===== config.mk =====
export PLATFORM = sky130hd
export DESIGN_NAME = n3_b2_divider
export DESIGN_NICKNAME = d
export VERILOG_FILES = /design/src/rtl/n3_b2_divider.sv
export SDC_FILE = /design/constraint.sdc
export NUM_CORES = 1
export LEC_CHECK = 0
export BUFFER_PORTS_ARGS = -buffer_cell sky130_fd_sc_hd__buf_2
export CORE_MARGIN = 3
export CORE_UTILIZATION = 25
export CTS_BUF_LIST = sky130_fd_sc_hd__clkbuf_4 sky130_fd_sc_hd__clkbuf_8
export DETAILED_ROUTE_END_ITERATION = 6
export SLEW_MARGIN = 30
export SYNTH_ARGS = -nofsm -noshare
export SYNTH_HDL_FRONTEND = slang
export SYNTH_SLANG_ARGS = --single-unit

===== constraint.sdc =====
create_clock -name clock -period 1.9 [get_ports clock]
set_input_delay 0.19 -clock clock [delete_from_list [all_inputs] [get_ports clock]]
set_output_delay 0.19 -clock clock [all_outputs]
set_load 0.05 [all_outputs]

===== src/rtl/n3_b2_divider.sv =====
// 3-bit unsigned restoring divider built on a ripple borrow subtractor.
// Define DIV_ZERO_CHECK_EN to short-circuit a zero divisor straight to DONE with div_zero set.

module n3_b2_subtractor (
  input  logic [2:0] a,
  input  logic [2:0] b,
  input  logic       bin,
  output logic [2:0] diff,
  output logic       bout
);

  logic [3:0] borrow;

  assign borrow[0] = bin;

  for (genvar i = 0; i < 3; i++) begin : g_stage
    assign diff[i]       = a[i] ^ b[i] ^ borrow[i];
    assign borrow[i + 1] = (~a[i] & b[i]) | (~(a[i] ^ b[i]) & borrow[i]);
  end

  assign bout = borrow[3];

endmodule

module n3_b2_divider (
  input  logic       clock,
  input  logic       reset_,
  input  logic       start,
  input  logic [2:0] dividend,
  input  logic [2:0] divisor,
  output logic [2:0] quotient,
  output logic [2:0] remainder,
  output logic       busy,
  output logic       done,
  output logic       div_zero
);

  localparam logic [1:0] StIdle = 2'd0;
  localparam logic [1:0] StCalc = 2'd1;
  localparam logic [1:0] StDone = 2'd2;

  logic [1:0] state_q, state_d;
  logic [2:0] quot_q, quot_d;
  logic [2:0] rem_q, rem_d;
  logic [2:0] dsr_q, dsr_d;
  logic [2:0] sub_diff;
  logic       sub_bout;

  // bout=1 means the running remainder is already smaller than the divisor.
  n3_b2_subtractor u_sub (
    .a    (rem_q),
    .b    (dsr_q),
    .bin  (1'b0),
    .diff (sub_diff),
    .bout (sub_bout)
  );

`ifdef DIV_ZERO_CHECK_EN
  logic dz_q, dz_d;
`endif

  always_comb begin
    state_d = state_q;
    quot_d  = quot_q;
    rem_d   = rem_q;
    dsr_d   = dsr_q;
`ifdef DIV_ZERO_CHECK_EN
    dz_d    = dz_q;
`endif
    case (state_q)
      StIdle: begin
        if (start) begin
          rem_d   = dividend;
          dsr_d   = divisor;
          quot_d  = 3'd0;
          state_d = StCalc;
`ifdef DIV_ZERO_CHECK_EN
          dz_d    = 1'b0;
          if (divisor == 3'd0) begin
            quot_d  = 3'd7;
            dz_d    = 1'b1;
            state_d = StDone;
          end
`endif
        end
      end
      StCalc: begin
        // The saturation guard also bounds a zero divisor to eight cycles.
        if (sub_bout || (quot_q == 3'd7)) begin
          state_d = StDone;
        end else begin
          rem_d  = sub_diff;
          quot_d = quot_q + 3'd1;
        end
      end
      StDone: begin
        state_d = StIdle;
      end
      default: begin
        state_d = StIdle;
      end
    endcase
  end

  always_ff @(posedge clock) begin
    if (!reset_) begin
      state_q <= StIdle;
      quot_q  <= 3'd0;
      rem_q   <= 3'd0;
      dsr_q   <= 3'd0;
    end else begin
      state_q <= state_d;
      quot_q  <= quot_d;
      rem_q   <= rem_d;
      dsr_q   <= dsr_d;
    end
  end

`ifdef DIV_ZERO_CHECK_EN
  always_ff @(posedge clock) begin
    if (!reset_) begin
      dz_q <= 1'b0;
    end else begin
      dz_q <= dz_d;
    end
  end

  assign div_zero = dz_q;
`else
  assign div_zero = 1'b0;
`endif

  assign quotient  = quot_q;
  assign remainder = rem_q;
  assign busy      = (state_q != StIdle);
  assign done      = (state_q == StDone);

endmodule


# Word-level counts from Yosys, hierarchy flattened
# Cells that the tools add are included.
# totals
register_bits	11
latch_bits	0
ram_bits	0
rom_bits	0
out_inout_bits	9
elab_cells	44
mem_count	0
# classes
n_addsub	1
n_mul	0
n_div	0
magnitude_cmp	0
n_eq_ne	6
n_shift	0
mux	9
n_bitwise	17
n_reduce_logical	7
# ops
cell	count
$mux 3	4
$pmux 3 s2	2
$ne 2x2->1 const B	3
$and 1x1->1	5
$not 1->1	5
$xor 1x1->1	5
$mux 2	2
$pmux 2 s2	1
$reduce_and 2->1	2
$reduce_bool 2->1	2
$add 3x1->3 const B	1
$eq 3x3->1 const B	1
$reduce_and 3->1	1
$eq 2x1->1 const B	1
$eq 2x2->1 const B	1
$logic_not 2->1	1
$or 1x1->1	2
$logic_or 1x1->1	1

# Depth between registers and ports, before layout
# Gate-level depths: netlist of the first run.
# depth
word_depth	9
mapped_depth	8
mapped_depth_nobuf	8

# By module
# From an unflattened synthesis of the first run, not the netlist that was laid out.
# hier_totals
hier_cells	64
hier_area_um2	620.6
# by_module_without_submodules
module	n_inst	cells_per_inst	area_per_inst_um2	seq_area_each_um2
n3_b2_divider	1	53	530.5	220.2
n3_b2_subtractor	1	11	90.1	0.0

# Worst setup path after synthesis of the first run
# No wires, ideal clock.
# synth_path
path_type	flip-flop to flip-flop
start	register rem_q[0] (netlist: remainder[0])
end	register rem_q[2] (netlist: remainder[2])
setup_time_ns	0.116
arrival_ns	1.994
required_ns	1.784
path_slack_ns	-0.210
path_stages_with_launch	8
path_buffers	0
synth_period_minus_slack_ns	2.110
cell_sequence	dfxtp_1 -> inv_1 -> ha_1 -> inv_1 -> fa_1 -> fa_1 -> a221o_1 -> o211a_1
# synth_between
elab_chain_len	9
# synth_rtl
element	line	source
from (decl)	44	logic [2:0] rem_q, rem_d;
from (signal assigned)	114	rem_q <= rem_d;
$not 1->1 *	18	assign borrow[i + 1] = (~a[i] & b[i]) | (~(a[i] ^ b[i]) & borrow[i]);
$and 1x1->1 * (2 in a row)	18	
$or 1x1->1 *	18	
$and 1x1->1	18	
$or 1x1->1	18	
$logic_or 1x1->1	89	if (sub_bout || (quot_q == 3'd7)) begin
$ne 2x2->1 (no source line)	--	
$reduce_and 3->1 (no source line)	--	
# Every way passes the cells marked *; elsewhere a longest branch is shown, timed or not. The select of a mux whose other input is x is not followed.
# A chain may end at the register's enable or synchronous reset.

# Final worst setup path of the first run
# Ends and elaborated chain as after synthesis.

==> metrics.md, run 1 <==
| Metric | Value |
|---|---|
| Outcome | finished, final reports clean |
| Final hold vios | 0 |
| Area share of the largest cell type after synthesis | 36.90% |
| Worst-path cell with the longest stage delay | fa_2 |
| Via count | 453 |
| Total of max-cap violations | 0 |
| CTS tree | done |
| Final Util | 33.00% |
| Most used routing layer | met2 |
| Initial core utilization | 26.72% |
| Post-DRT Antenna Nets | 0 |
| Power, Total | 639.8 uW |
| CP endpoint kind | flip-flop |
| Final Hold Slack | 0.1846 ns |
| Period utilization | 97.22% |
| CP max stage delay | 0.40 ns |
| Top Ports | 18 |
| Post-CTS sizing | 0 |
| Distinct cell type count after synthesis | 23 |
| Routability-driven placement congestion ratio | 0.7222 |
| Lkg Pwr | 0.0003508 uW |
| Via-to-Cell Ratio | 4.356 |
| Layout Nets | 91 |
| Post-Syn Area per Cell | 10.29 um^2 |
| Sequential area share after synthesis | 36.90% |
| Die area | 3010 um^2 |
| Power density over the cells | 868.2 nW/um^2 |
| Number of global-route vias before repair | 428 |
| # Post-CTS Setup Buffers | 0 |
| Cell count after synthesis | 58 |
| Grt total ovfl | 0 |
| Worst path most repeated cell | fa_2 |
| Core region area | 2233 um^2 |
| Largest net degree at the start of global routing | 13 |
| # hold bufs at CTS | 0 |
| Die Y | 54.86 um |
| WL per Instance | 11.30 um |
| Tmin final | 1.847 ns |
| Drt first pass iters | 2 |
| Initial antenna violation count | 0 |
| EDFF count, synth | 0 |
| Largest area contributor in the netlist | dfxtp_1 |
| Met3 usage | 4.360% |
| CP Max Fanout | 3 |
| Unrepaired setup endpoints after global routing | yes |
| Fraction of registers with async set/reset | 0% |
| Met2 GRT Util | 13.98% |
| WP data required | 2.06 ns |
| Clk slew on worst S/H paths | 0.07 ns |
| First-pass GRT wire length | 1.821 mm |
| Rows | 17 |
| Number of synthesis warnings | 0 |
| Final worst slack | 0.05284 ns |
| Hold Path Class | input pin to flip-flop |
| Main synth FF type | dfxtp_1 |
| Most frequent cell after synthesis | dfxtp_1 |
| Critical Path Start Type | flip-flop |
| Share of layout cells above drive strength 1 | 38.16% |
| Critical path cell sequence | inv_2, ha_1, inv_1, fa_2, fa_2, a221o_1, o211a_1 |
| Setup Skew | 0.002975 ns |
| Clk root buf | clkbuf_4 |
| Fin. max-slew vios | 0 |
| CTS H-Tree Depth | 1 |
| Register area | 225.2 um^2 |
| DRC | 0 |
| Crit Path Category | flip-flop to flip-flop |
| Synth Cell Area | 596.8 um^2 |
| 1st-iter DRT viols | 4 |
| Final WL | 1.175 mm |
| Fillers | 249 |
| Area grow syn2layout | 23.48% |
| Synthesized Nets | 72 |
| Clock Tree Buf Depth | 2 |
| Multi-input gate area in the final layout | 332.8 um^2 |
| Main area contributors after synthesis | dfxtp_1, fa_1, ha_1, a221o_1, mux2i_1 |
| Endpoints failing setup | 0 |
| CTS sink count | 11 |
| Post-synth top cells | dfxtp_1, inv_1, nor2b_1 |
| Clk_lat worst skew | 0.26 ns |
| Total track usage | 8.742% |
| Critical path's top delay family | adder cells |
| Fmax | 0.5414 GHz |
| ANT cells | 0 |
| #FFs+latches synth | 11 |
| Die Wd | 54.86 um |
| Met1 usage | 10.67% |
| Post-Place Setup Slack | 0.05440 ns |
| Max VDD drop | 0.4783 mV |
| Buffers plus inverters on the worst setup path | 2 |
| IO Port Bufs | 16 |
| Cts bufs inserted | 3 |
| Worst endpoint data arrival time | 2.01 ns |
| DPL Wire Length | 950.9 um |
## layer usage
metal  up-vias  routed length, um  share of wire, %
li1        233                  -                 -
met4         0                  0                 0
met3         0                 87               7.4
met2        13                540                46
met1       207                547                47
met5         -                  0                 0
## registers in the layout, summed over array words and instances (netlist names)
name and count:
dsr_q 3, quotient 3, remainder 3, state_q 2
## worst register-to-register path, delay by kind of cell (launching register included)
kind                     cells  cell delay (ns)
flip-flops                   1             0.35
buffers and inverters        2             0.09
adder cells (fa/ha/maj)      3             0.86
AO/OA/AOI/OAI                2             0.45
## through the flow
stage / instances / area (um^2) / setup TNS [ns]
6_report: 104 / 737.0 / 0
4_1_cts: 104 / 737.0 / 0
3_5_place_dp: 100 / 706.9 / 0
3_3_place_gp: 100 / 706.9 / 0
5_1_grt: 104 / 737.0 / -0.1658
2_1_floorplan: 58 / 606.8 / 0
## cells by family after synthesis
family | count (synthesis) | synth area share, %
simple gates | 17 | 19.50
compound gates | 11 | 16.77
flops | 11 | 36.90
buf+inv | 10 | 8.177
fa+ha+maj | 5 | 13.00
mux | 3 | 5.032
other cells | 1 | 0.6283
## power by group
part | internal (uW) | switching, uW | leakage, uW
registers | 254 | 24.5 | 0.0000912
clock network | 95.3 | 73.2 | 0.0000184
logic | 73.4 | 120 | 0.000241
total | 422 | 217 | 0.000351
## area by class of cell
cell class	instances	share of cell area [%]
Multi-Input combinational cell	37	45.16
Sequential cell	11	30.56
Timing Repair Buffer	17	11.88
Tap cell	28	4.754
Clock buffer	4	4.075
Inverter	7	3.565
## worst paths after layout
check	startpoint	to	slack, ns	cells past startpoint
worst min register to register	quotient[2]	quotient[2]	0.49	2
worst max register to register	remainder[0]	remainder[2]	0.05	7
worst max-delay path	remainder[0]	remainder[2]	0.05	7
worst min-delay path	divisor[1]	dsr_q[1]	0.18	3
## cells in the final DEF, fill, tap and decap left out, drive strengths merged, types with 4 or more instances in the layout
cell | Yosys | final
buf | 2 | 17
clkbuf | 1 | 4
dfxtp | 11 | 11
inv | 7 | 7
nor2b | 4 | 4
Power figures use the tool's default switching activity.
==> run 2, diff against run 1 <==
- REMOVE_ABC_BUFFERS: default -> 1
==> run 2 against run 1 <==
  * Sequential power hardly changed
  * Critical path type unchanged
  * Non-clock buffer count rose by 2
  * Flip-flop and latch count stayed put
  * Via count rose by 4.2%
  * Design area rose by 4.4%
  * Final cell count increased by 1.9%
  * Clock skew fell by 0.0024 ns
  * Fmax decreased by 1.8%
  * Critical path depth up 2
  * Total power rose by 3.6%
  * First-iteration DRC count unchanged
  * Global-route usage increased by 0.33 points
==> metrics.md, run 2 (same netlist as run 1, synthesis figures left out) <==
| Metric | Value |
|---|---|
| Die Wd | 54.86 um |
| Setup Skew | 0.0005578 ns |
| DPL Wire Length | 893.5 um |
| Switching pwr | 228.5 uW |
| 1st-iter DRT viols | 4 |
| CTS tree | done |
| Hold Path Class | input pin to flip-flop |
| Final WL | 1.237 mm |
| Max VDD drop | 0.3917 mV |
| Internal | 434.5 uW |
| Fillers | 237 |
| Core region area | 2233 um^2 |
| CTS H-Tree Depth | 1 |
| Clk root buf | clkbuf_4 |
| Clock power frac | 25.9% |
| Grt total ovfl | 0 |
| Final Util | 34.45% |
| Clk slew on worst S/H paths | 0.07 ns |
| Comb pwr share | 32.3% |
| Drt first pass iters | 3 |
| Power, Total | 663.0 uW |
| Worst endpoint data arrival time | 2.09 ns |
| DRC | 0 |
| Fmax | 0.5318 GHz |
| Multi-input gate area in the final layout | 352.8 um^2 |
| Lkg Pwr | 0.0003619 uW |
| Most used routing layer | met2 |
| Worst R2R Path Depth | 9 |
| Initial core utilization | 26.72% |
| Hold depth | 3 |
| Register area | 222.7 um^2 |
| Share of layout cells above drive strength 1 | 42.31% |
| Initial antenna violation count | 0 |
| Hold Crit Start | divisor[0] |
| R2R setup slack | 0.02 ns |
| Total track usage | 9.076% |
| Via-to-Cell Ratio | 4.453 |
| Outcome | finished, final reports clean |
| Reg2reg start | remainder[0] |
| Post-DRT Antenna Nets | 0 |
| Layout Nets | 93 |
| Final hold vios | 0 |
| Total of max-cap violations | 0 |
| CP endpoint kind | flip-flop |
| WP data required | 2.11 ns |
| Clock Tree Buf Depth | 2 |
| Critical Path Start Type | flip-flop |
| Rows | 17 |
| Fin. max-slew vios | 0 |
| Via count | 472 |
| Period utilization | 98.96% |
| Cts bufs inserted | 3 |
| Met1 usage | 12.13% |
| Met3 usage | 1.635% |
| WL per Instance | 11.67 um |
| Unrepaired setup endpoints after global routing | yes |
| Net switching fraction of the power | 34.47% |
| CP Max Fanout | 3 |
| Routability-driven placement congestion ratio | 0.7156 |
| Sequential Power Share | 41.8% |
| # Post-CTS Setup Buffers | 0 |
| Number of global-route vias before repair | 435 |
| Most common cell after layout, fill and taps aside | buf_2 |
| Top Ports | 18 |
| Power density over the cells | 861.6 nW/um^2 |
| Reg2reg end | remainder[0] |
| First-pass GRT wire length | 1.890 mm |
| Crit Path Category | flip-flop to flip-flop |
| ANT cells | 0 |
| Die area | 3010 um^2 |
| Die Y | 54.86 um |
| Largest net degree at the start of global routing | 13 |
| Endpoints failing setup | 0 |
| Most frequent cells in the layout | buf_2, dfxtp_1, inv_1 |
| Clk_lat worst skew | 0.26 ns |
| Tmin final | 1.880 ns |
| IO Port Bufs | 16 |
| Area grow syn2layout | 28.93% |
| CTS sink count | 11 |
| Met2 GRT Util | 12.99% |
| WHS Endpoint | dsr_q[0] |
[run 2: cell count changes in the layout (fill, tap and decap cells not counted)]
cell / delta
ha_1: -1
dfxtp_4: -1
inv_1: -1
a21oi_4: +1
ha_4: +1
dfxtp_2: +1
inv_2: +1
a21oi_2: -1
buf_4: +2
[run 2: worst max-delay path by stage]
stage          cells past startpoint           end  slack, ns          from
3_5_place_dp                       8  remainder[2]      -0.04  remainder[0]
4_1_cts                            9  remainder[1]       0.01  remainder[0]
5_1_grt                            9  remainder[1]      -0.06  remainder[0]
2_1_floorplan                      7  remainder[2]      -0.21  remainder[0]
3_3_place_gp                       8  remainder[0]      -0.02  remainder[0]
6_report                           9  remainder[0]       0.02  remainder[0]
[run 2: layout make-up]
cell class | count | share of cell area (%)
inverter | 7 | 3.415
timing repair buffer | 19 | 13.33
sequential | 11 | 28.94
multi-input combinational | 37 | 45.85
clock buffer | 4 | 3.902
tap | 28 | 4.553
[run 2: repair_timing]
action | in CTS | in global routing
endpoints found under the setup margin | 3 | 3
pin swaps | 0 | 2
hold buffers | 0 | 0
gates resized for setup | 3 | 6
[run 2: per-layer routing]
| metal | share of wire, % | vias to the layer above |
|---|---|---|
| met5 | 0 | - |
| met4 | 2.7 | 0 |
| met3 | 6.2 | 4 |
| met2 | 43 | 14 |
| met1 | 48 | 214 |
| li1 | - | 240 |
[run 2: critical path: stages (launching register included)]
cell      delay, ns
dfxtp_2        0.32
inv_2          0.06
ha_4           0.13
inv_2          0.03
fa_2           0.33
fa_2           0.34
nand3b_1       0.19
buf_4          0.15
a221o_1        0.13
o211a_1        0.14
[run 2: power by group through the flow]
stage	registers (uW)	clock network [uW]	logic (uW)
3_3_place_gp	280	0	201
6_report	277	172	214
5_1_grt	282	185	236
3_5_place_dp	280	0	203
2_1_floorplan	322	0	99.6
4_1_cts	275	177	210
[run 2: metrics by stage]
stage / cells / setup slack [ns] / hold WS [ns] / cell area, um^2 / setup TNS, ns
global placement: 102 / -0.02199 / 0.4490 / 711.9 / -0.05513
detailed placement: 102 / -0.03604 / 0.4661 / 711.9 / -0.07832
finish: 106 / 0.01973 / 0.1860 / 769.5 / 0
floorplan: 55 / -0.2101 / 0.3117 / 574.3 / -0.9353
global route: 106 / -0.06064 / 0.1815 / 769.5 / -0.1401
CTS: 106 / 0.01272 / 0.1854 / 754.5 / 0
